`src/rtl/muldiv_seq.sv`:
```
// Iterative RV32M multiply/divide unit for the EX stage: radix-2 shift-add multiply,
// restoring divide, with a single-cycle fast path for the division corner cases.
module muldiv_seq #(
    parameter int XLEN  = 32,
    parameter int ITERS = 32
) (
    input  logic            clk,
    input  logic            rst,
    input  logic            md_valid,
    input  logic [XLEN-1:0] op1,
    input  logic [XLEN-1:0] op2,
    input  logic            inst_mul,
    input  logic            inst_mulh,
    input  logic            inst_mulhsu,
    input  logic            inst_mulhu,
    input  logic            inst_div,
    input  logic            inst_divu,
    input  logic            inst_rem,
    input  logic            inst_remu,
    input  logic            md_kill,
    output logic [XLEN-1:0] md_result,
    output logic            md_done,
    output logic            md_stall,
    output logic            md_busy,
    output logic [1:0]      md_state
);
    localparam int CW = $clog2(ITERS);

    typedef enum logic [1:0] {IDLE = 2'd0, CALC = 2'd1, DONE = 2'd2} state_t;

    state_t            state, state_nxt;
    logic [CW-1:0]     counter;
    logic [2*XLEN-1:0] acc;
    logic [XLEN-1:0]   b_reg;
    logic              neg, is_div, is_rem, is_hi;

    logic              any_flag, req, sgn_a, sgn_b, neg_in, div_in, rem_in, hi_in, fast;
    logic              load_start, load_res, ge;
    logic [XLEN-1:0]   a_abs, b_abs, min_int, start_b, res_val;
    logic [2*XLEN-1:0] start_acc, fast_acc, mul_step, div_step, acc_step;
    logic [XLEN:0]     msum, rsh;

    // Sign-fix and field select; v is {hi,lo} for multiply and {rem,quot} for divide.
    function automatic logic [XLEN-1:0] pick(input logic [2*XLEN-1:0] v, input logic ng,
                                             input logic dv, input logic rm, input logic hi);
        logic [2*XLEN-1:0] p;
        logic [XLEN-1:0]   h;
        p = ng ? -v : v;
        h = rm ? v[2*XLEN-1:XLEN] : v[XLEN-1:0];
        if (dv) return ng ? -h : h;
        return hi ? p[2*XLEN-1:XLEN] : p[XLEN-1:0];
    endfunction

    assign min_int  = {1'b1, {(XLEN-1){1'b0}}};
    assign any_flag = inst_mul | inst_mulh | inst_mulhsu | inst_mulhu |
                      inst_div | inst_divu | inst_rem | inst_remu;
    assign req      = md_valid & any_flag & ~md_kill;
    assign sgn_a    = inst_mul | inst_mulh | inst_mulhsu | inst_div | inst_rem;
    assign sgn_b    = inst_mul | inst_mulh | inst_div | inst_rem;
    assign a_abs    = (sgn_a && op1[XLEN-1]) ? -op1 : op1;
    assign b_abs    = (sgn_b && op2[XLEN-1]) ? -op2 : op2;
    assign div_in   = inst_div | inst_divu | inst_rem | inst_remu;
    assign rem_in   = inst_rem | inst_remu;
    assign hi_in    = inst_mulh | inst_mulhsu | inst_mulhu;
    assign neg_in   = (inst_mul | inst_mulh | inst_div) ? (op1[XLEN-1] ^ op2[XLEN-1]) :
                      (inst_mulhsu | inst_rem)          ? op1[XLEN-1] : 1'b0;
    assign fast     = div_in & ((op2 == '0) |
                      ((inst_div | inst_rem) & (op1 == min_int) & (op2 == '1)));
    // Divide-by-zero yields quot=all-ones and rem=dividend; overflow yields quot=MIN, rem=0.
    assign fast_acc  = (op2 == '0) ? {op1, {XLEN{1'b1}}} : {{XLEN{1'b0}}, min_int};
    assign start_acc = div_in ? {{XLEN{1'b0}}, a_abs} : {{XLEN{1'b0}}, b_abs};
    assign start_b   = div_in ? b_abs : a_abs;

    // Multiply: upper half accumulates, lower half shifts the multiplier out.
    assign msum     = {1'b0, acc[2*XLEN-1:XLEN]} + (acc[0] ? {1'b0, b_reg} : '0);
    assign mul_step = {msum, acc[XLEN-1:1]};
    assign rsh      = acc[2*XLEN-1:XLEN-1];
    assign ge       = (rsh >= {1'b0, b_reg});
    assign div_step = {(ge ? (rsh[XLEN-1:0] - b_reg) : rsh[XLEN-1:0]), acc[XLEN-2:0], ge};
    assign acc_step = is_div ? div_step : mul_step;

    always_comb begin
        state_nxt  = state;
        load_start = 1'b0;
        load_res   = 1'b0;
        res_val    = pick(acc_step, neg, is_div, is_rem, is_hi);
        case (state)
            IDLE: begin
                if (req) begin
                    load_start = 1'b1;
                    if (fast) begin
                        state_nxt = DONE;
                        load_res  = 1'b1;
                        res_val   = pick(fast_acc, 1'b0, 1'b1, rem_in, 1'b0);
                    end else begin
                        state_nxt = CALC;
                    end
                end
            end
            CALC: begin
                if (md_kill) begin
                    state_nxt = IDLE;
                end else if (counter == '0) begin
                    state_nxt = DONE;
                    load_res  = 1'b1;
                end
            end
            DONE:    state_nxt = IDLE;
            default: state_nxt = IDLE;
        endcase
    end

    assign md_stall = ((state == IDLE) & req) | (state == CALC);
    assign md_done  = (state == DONE) & ~md_kill;
    assign md_busy  = (state != IDLE);
    assign md_state = state;

    always_ff @(posedge clk) begin
        if (rst) begin
            state     <= IDLE;
            counter   <= '0;
            acc       <= '0;
            b_reg     <= '0;
            neg       <= 1'b0;
            is_div    <= 1'b0;
            is_rem    <= 1'b0;
            is_hi     <= 1'b0;
            md_result <= '0;
        end else begin
            state <= state_nxt;
            if (load_start) begin
                acc     <= start_acc;
                b_reg   <= start_b;
                neg     <= neg_in;
                is_div  <= div_in;
                is_rem  <= rem_in;
                is_hi   <= hi_in;
                counter <= CW'(ITERS - 1);
            end else if (state == CALC) begin
                acc <= acc_step;
                if (counter != '0) counter <= counter - 1'b1;
            end
            if (load_res) md_result <= res_val;
        end
    end
endmodule

```
`config.mk`:
```
export PLATFORM = sky130hd
export DESIGN_NAME = muldiv_seq
export DESIGN_NICKNAME = d
export VERILOG_FILES = /design/src/rtl/muldiv_seq.sv
export SDC_FILE = /design/constraint.sdc
export NUM_CORES = 1
export LEC_CHECK = 0
export CORE_UTILIZATION = 32
export DETAILED_ROUTE_END_ITERATION = 12
export PLACE_DENSITY_LB_ADDON = 0.3
export SETUP_SLACK_MARGIN = 0.3
export SYNTH_ARGS = -nofsm -noshare
export SYNTH_HDL_FRONTEND = slang
export SYNTH_SLANG_ARGS = --single-unit
```
`constraint.sdc`:
```
create_clock -name clk -period 17.6 [get_ports clk]
set_input_delay 1.76 -clock clk [delete_from_list [all_inputs] [get_ports clk]]
set_output_delay 1.76 -clock clk [all_outputs]
set_load 0.01 [all_outputs]
```
==> results summary <==
For met3 alone, demand over resource in global routing was 5.39%. The aggregate routed wire length is 80.4 mm. The final-layout setup total negative slack is 0 ps.

The overall die height came out at 229 um. The number of sinks driven by the clock tree is 139. In this run the remaining antenna-violating nets after routing total 0. The number of core rows is 82. STA classifies the critical path startpoint as a flip-flop.

The count of maximum capacitance violations is 0. The met2 track utilization from global routing came out at 47.4%. The count of vias placed by the detailed router is 19478. Ranked by total cell area, the synthesized netlist is headed by sky130_fd_sc_hd__dfxtp_1 17%, sky130_fd_sc_hd__nor2_1 6.7%, sky130_fd_sc_hd__a21oi_1 6.6%, sky130_fd_sc_hd__nand2_1 6.0%, sky130_fd_sc_hd__ha_1 5.3%. The start of the worst register-to-register path is b_reg[4]$_SDFFE_PP0P_.

The largest single stage delay on the critical path is 740 ps. The most critical setup path has its startpoint at b_reg[4]$_SDFFE_PP0P_. The largest fanout of any net on the critical path is 23. The aggregate global routing overflow is 0. The total standard cell area after synthesis is 16500 sq um.

The register with the most flip-flops in the layout has 64 of them. Using the TritonRoute via totals, the vias-per-cell ratio works out to 6.32. TritonCTS built the clock tree. The largest individual stage delay along the critical path comes from the cell sky130_fd_sc_hd__or4_1. The via count of the first global-routing pass was 17609. The static leakage is 6.85 nW. The worst path required time is 17990 ps.

The share of the yosys chip area belonging to registers is 16.9%. The final hold violation count is 0. The width of the die is 229 um. The worst setup path is captured at a flip-flop. The longest clock path from root to sink contains 2 buffers. The number of antenna violations at the first check in global routing is 2. The full die area came out at 52300 sq um. In the final routed layout, each cell accounts on average for 26.1 um.

The number of unique standard cell types used by synthesis is 101. The worst setup skew after layout came out at 11.9 ps. The flip-flop and latch count after synthesis came out at 139. The post-synthesis async set-or-reset flop share is 0%. The worst pin sits at a relative slew slack of 10.6%. After layout, the worst path uses 40.1% of the clock period. The type of the most critical hold path is flip-flop to flip-flop. The DRC violations left is 0. The half-perimeter wire length after placement came out at 61.9 mm. The first routing iteration left 2724 violations. The proportion of netlist area held by the largest area contributor came out at 16.9%. In this run the most critical hold path is launched from b_reg[24]$_SDFFE_PP0P_. The Yosys step of the flow raised 0 warnings. The commonest cells after synthesis are 292 x sky130_fd_sc_hd__nor2_1, 263 x sky130_fd_sc_hd__nand2_1, 218 x sky130_fd_sc_hd__a21oi_1. The final critical path time including I/O delays and setup is 7050 ps. The maximum level of the CTS H-tree is 4. The clock transition at the register clock pins on the worst setup and hold paths after CTS is 70 ps. Dividing total power by cell area gives a power density of 71.7 nW/um^2. The post-route netlist has 6.10% of its cells at a drive strength greater than 1. For the worst-skew pair, the clock arrives at the later sink with an insertion delay of 460 ps. The area growth from synthesis to final layout is 13.1%. By instance count, the leading cell after synthesis is sky130_fd_sc_hd__nor2_1. The core region is 50500 sq um. The share of the core filled with cells in the final layout came out at 36.9%. The worst setup path category is flip-flop to flip-flop. The first global-routing pass estimated 118 mm of wire. The total clock buffers created by CTS is 17.

Traced cell by cell, the critical path runs through inv_1 -> ha_1 -> a21o_1 -> a31oi_1 -> a21oi_1 -> o31ai_1 -> a21o_1 -> buf_4 -> a31o_2 -> ha_1 -> o21ai_0 -> or4_1 -> or3_1 -> or3_1 -> a211oi_1 -> nand4b_1 -> or4_1 -> o21ai_0 -> xnor2_1 -> a21oi_1 -> a2111oi_0 -> o21bai_1. The peak supply drop is 0.0754 mV. The largest total area in the synthesized netlist belongs to sky130_fd_sc_hd__dfxtp_1. The data arrival time of the critical path is 7440 ps. Setup repair after global routing left no endpoint under its margin. The I/O pin count is 113. After global routing, the most crowded layer is met2. Global routing consumed, on the met1 layer, 40.1% of the routing resources. Timing would allow up to 142 MHz.

The overall track demand over capacity in global routing came out at 29.8%. The hold buffer count at cts is 0. The starting density of the core came out at 32.6%. The design draws 1.33 mW. The max-slew violation count is 0. Clock tree synthesis selected as its root buffer the cell sky130_fd_sc_hd__clkbuf_16. In this run the post-CTS setup repair buffer count came out at 0. The pin count of the biggest net entering global routing is 107.

The synthesized design contains 0 enable-type register cells. The pin slew with the least headroom to its limit is 1320 ps. Prior to clock tree synthesis, the placed netlist has a worst setup slack of 10730 ps.

The net count of the finished layout is 2545. The first-pass iteration count of the detailed router came out at 6. The flow ran to the end, and the final reports show no timing, DRC or antenna violations. The most used flip-flop cell after synthesis is sky130_fd_sc_hd__dfxtp_1. The placer congestion estimate is 1.02. The post-cts gate resize count came out at 0.

The worst-case setup margin in the final layout is 10550 ps. The final-report setup violation count is 0. The cell count after synthesis is 2403.

The total of buffers placed on input and output ports came out at 112. The mean area per synthesized cell is 6.85 sq um. When the netlist entered floorplanning its net count stood at 2551.
==> layout by cell type (no fill, tap or decap), drive strengths merged, types with 10 or more instances in the layout <==
master and count:
a2111oi 10, a211o 12, a211oi 69, a21o 29, a21oi 218, a22oi 12
a31o 15, a31oi 47, and2 42, and3 14, buf 29, clkbuf 18
clkdlybuf4s50 111, dfxtp 139, ha 70, inv 64, mux2 23, mux2i 38
nand2 263, nand2b 11, nand3 51, nand4 28, nor2 293, nor2b 13
nor3 79, nor4 29, o2111ai 10, o211ai 82, o21a 10, o21ai 153
o21bai 17, o22ai 12, o31ai 37, o41ai 12, or2 17, or3 28
or4 14, xnor2 97, xor2 68
==> final timing paths <==
path / endpoint / slack (ps) / cells past startpoint
worst max-delay path: md_result[22]$_SDFFE_PP0P_ / 10550 / 22
worst min-delay path: b_reg[24]$_SDFFE_PP0P_ / 470 / 2
worst max register to register: md_result[22]$_SDFFE_PP0P_ / 10550 / 22
worst min register to register: b_reg[24]$_SDFFE_PP0P_ / 470 / 2
==> stage by stage <==
| stage | hold slack [ps] | cells | instance area (sq um) |
|---|---|---|---|
| after floorplan | 440 | 2403 | 16500 |
| after global placement | 452 | 3050 | 18000 |
| after detailed placement | 459 | 3050 | 18000 |
| after CTS | 469 | 3081 | 18600 |
| after global routing | 491 | 3081 | 18600 |
| final | 465 | 3082 | 18600 |
==> power breakdown <==
part           switching, mW  leakage [nW]  internal (mW)
clock                  0.169         0.279          0.213
combinational          0.403          5.44          0.194
sequential            0.0241          1.13          0.331
total                  0.597          6.85          0.738
==> kinds of logic (layout without fill, tap and decap cells) <==
family                   after synthesis  after routing  synth area share, %
AND/OR/NAND/NOR                      912            912                 26.1
AO/OA/AOI/OAI                        825            825                 33.3
buffers and inverters                229            235                 5.46
XOR/XNOR                             165            165                 8.78
flip-flops                           139            139                 16.9
adder cells (fa/ha/maj)               72             72                 5.56
multiplexers                          61             61                 3.88
other                                  0              1                    0
==> final cells by class <==
type / count / area, sq um
multi-input combinational: 2035 / 12800
clock inverter: 13 / 145
clock buffer: 18 / 439
antenna: 1 / 2.50
inverter: 64 / 240
sequential: 139 / 2790
timing repair buffer: 140 / 1340
fill: 5489 / 31900
tap: 672 / 841
==> layer usage <==
metal | part of all wire (%) | routed length, um
met5 | 0.014 | 11
met4 | 3.6 | 2890
met3 | 8.8 | 7070
met2 | 45 | 36200
met1 | 43 | 34200
==> critical path, delay by kind of cell, from the launching register on <==
family,cells,cell delay (ps)
DFF,1,340
and+or+nand+nor,5,2650
adders and majority gates,2,610
buffers and inverters,2,360
xor gates and xnor gates,1,150
AOI/OAI and AO/OA,12,2840
(Power assumes the default switching activity.)
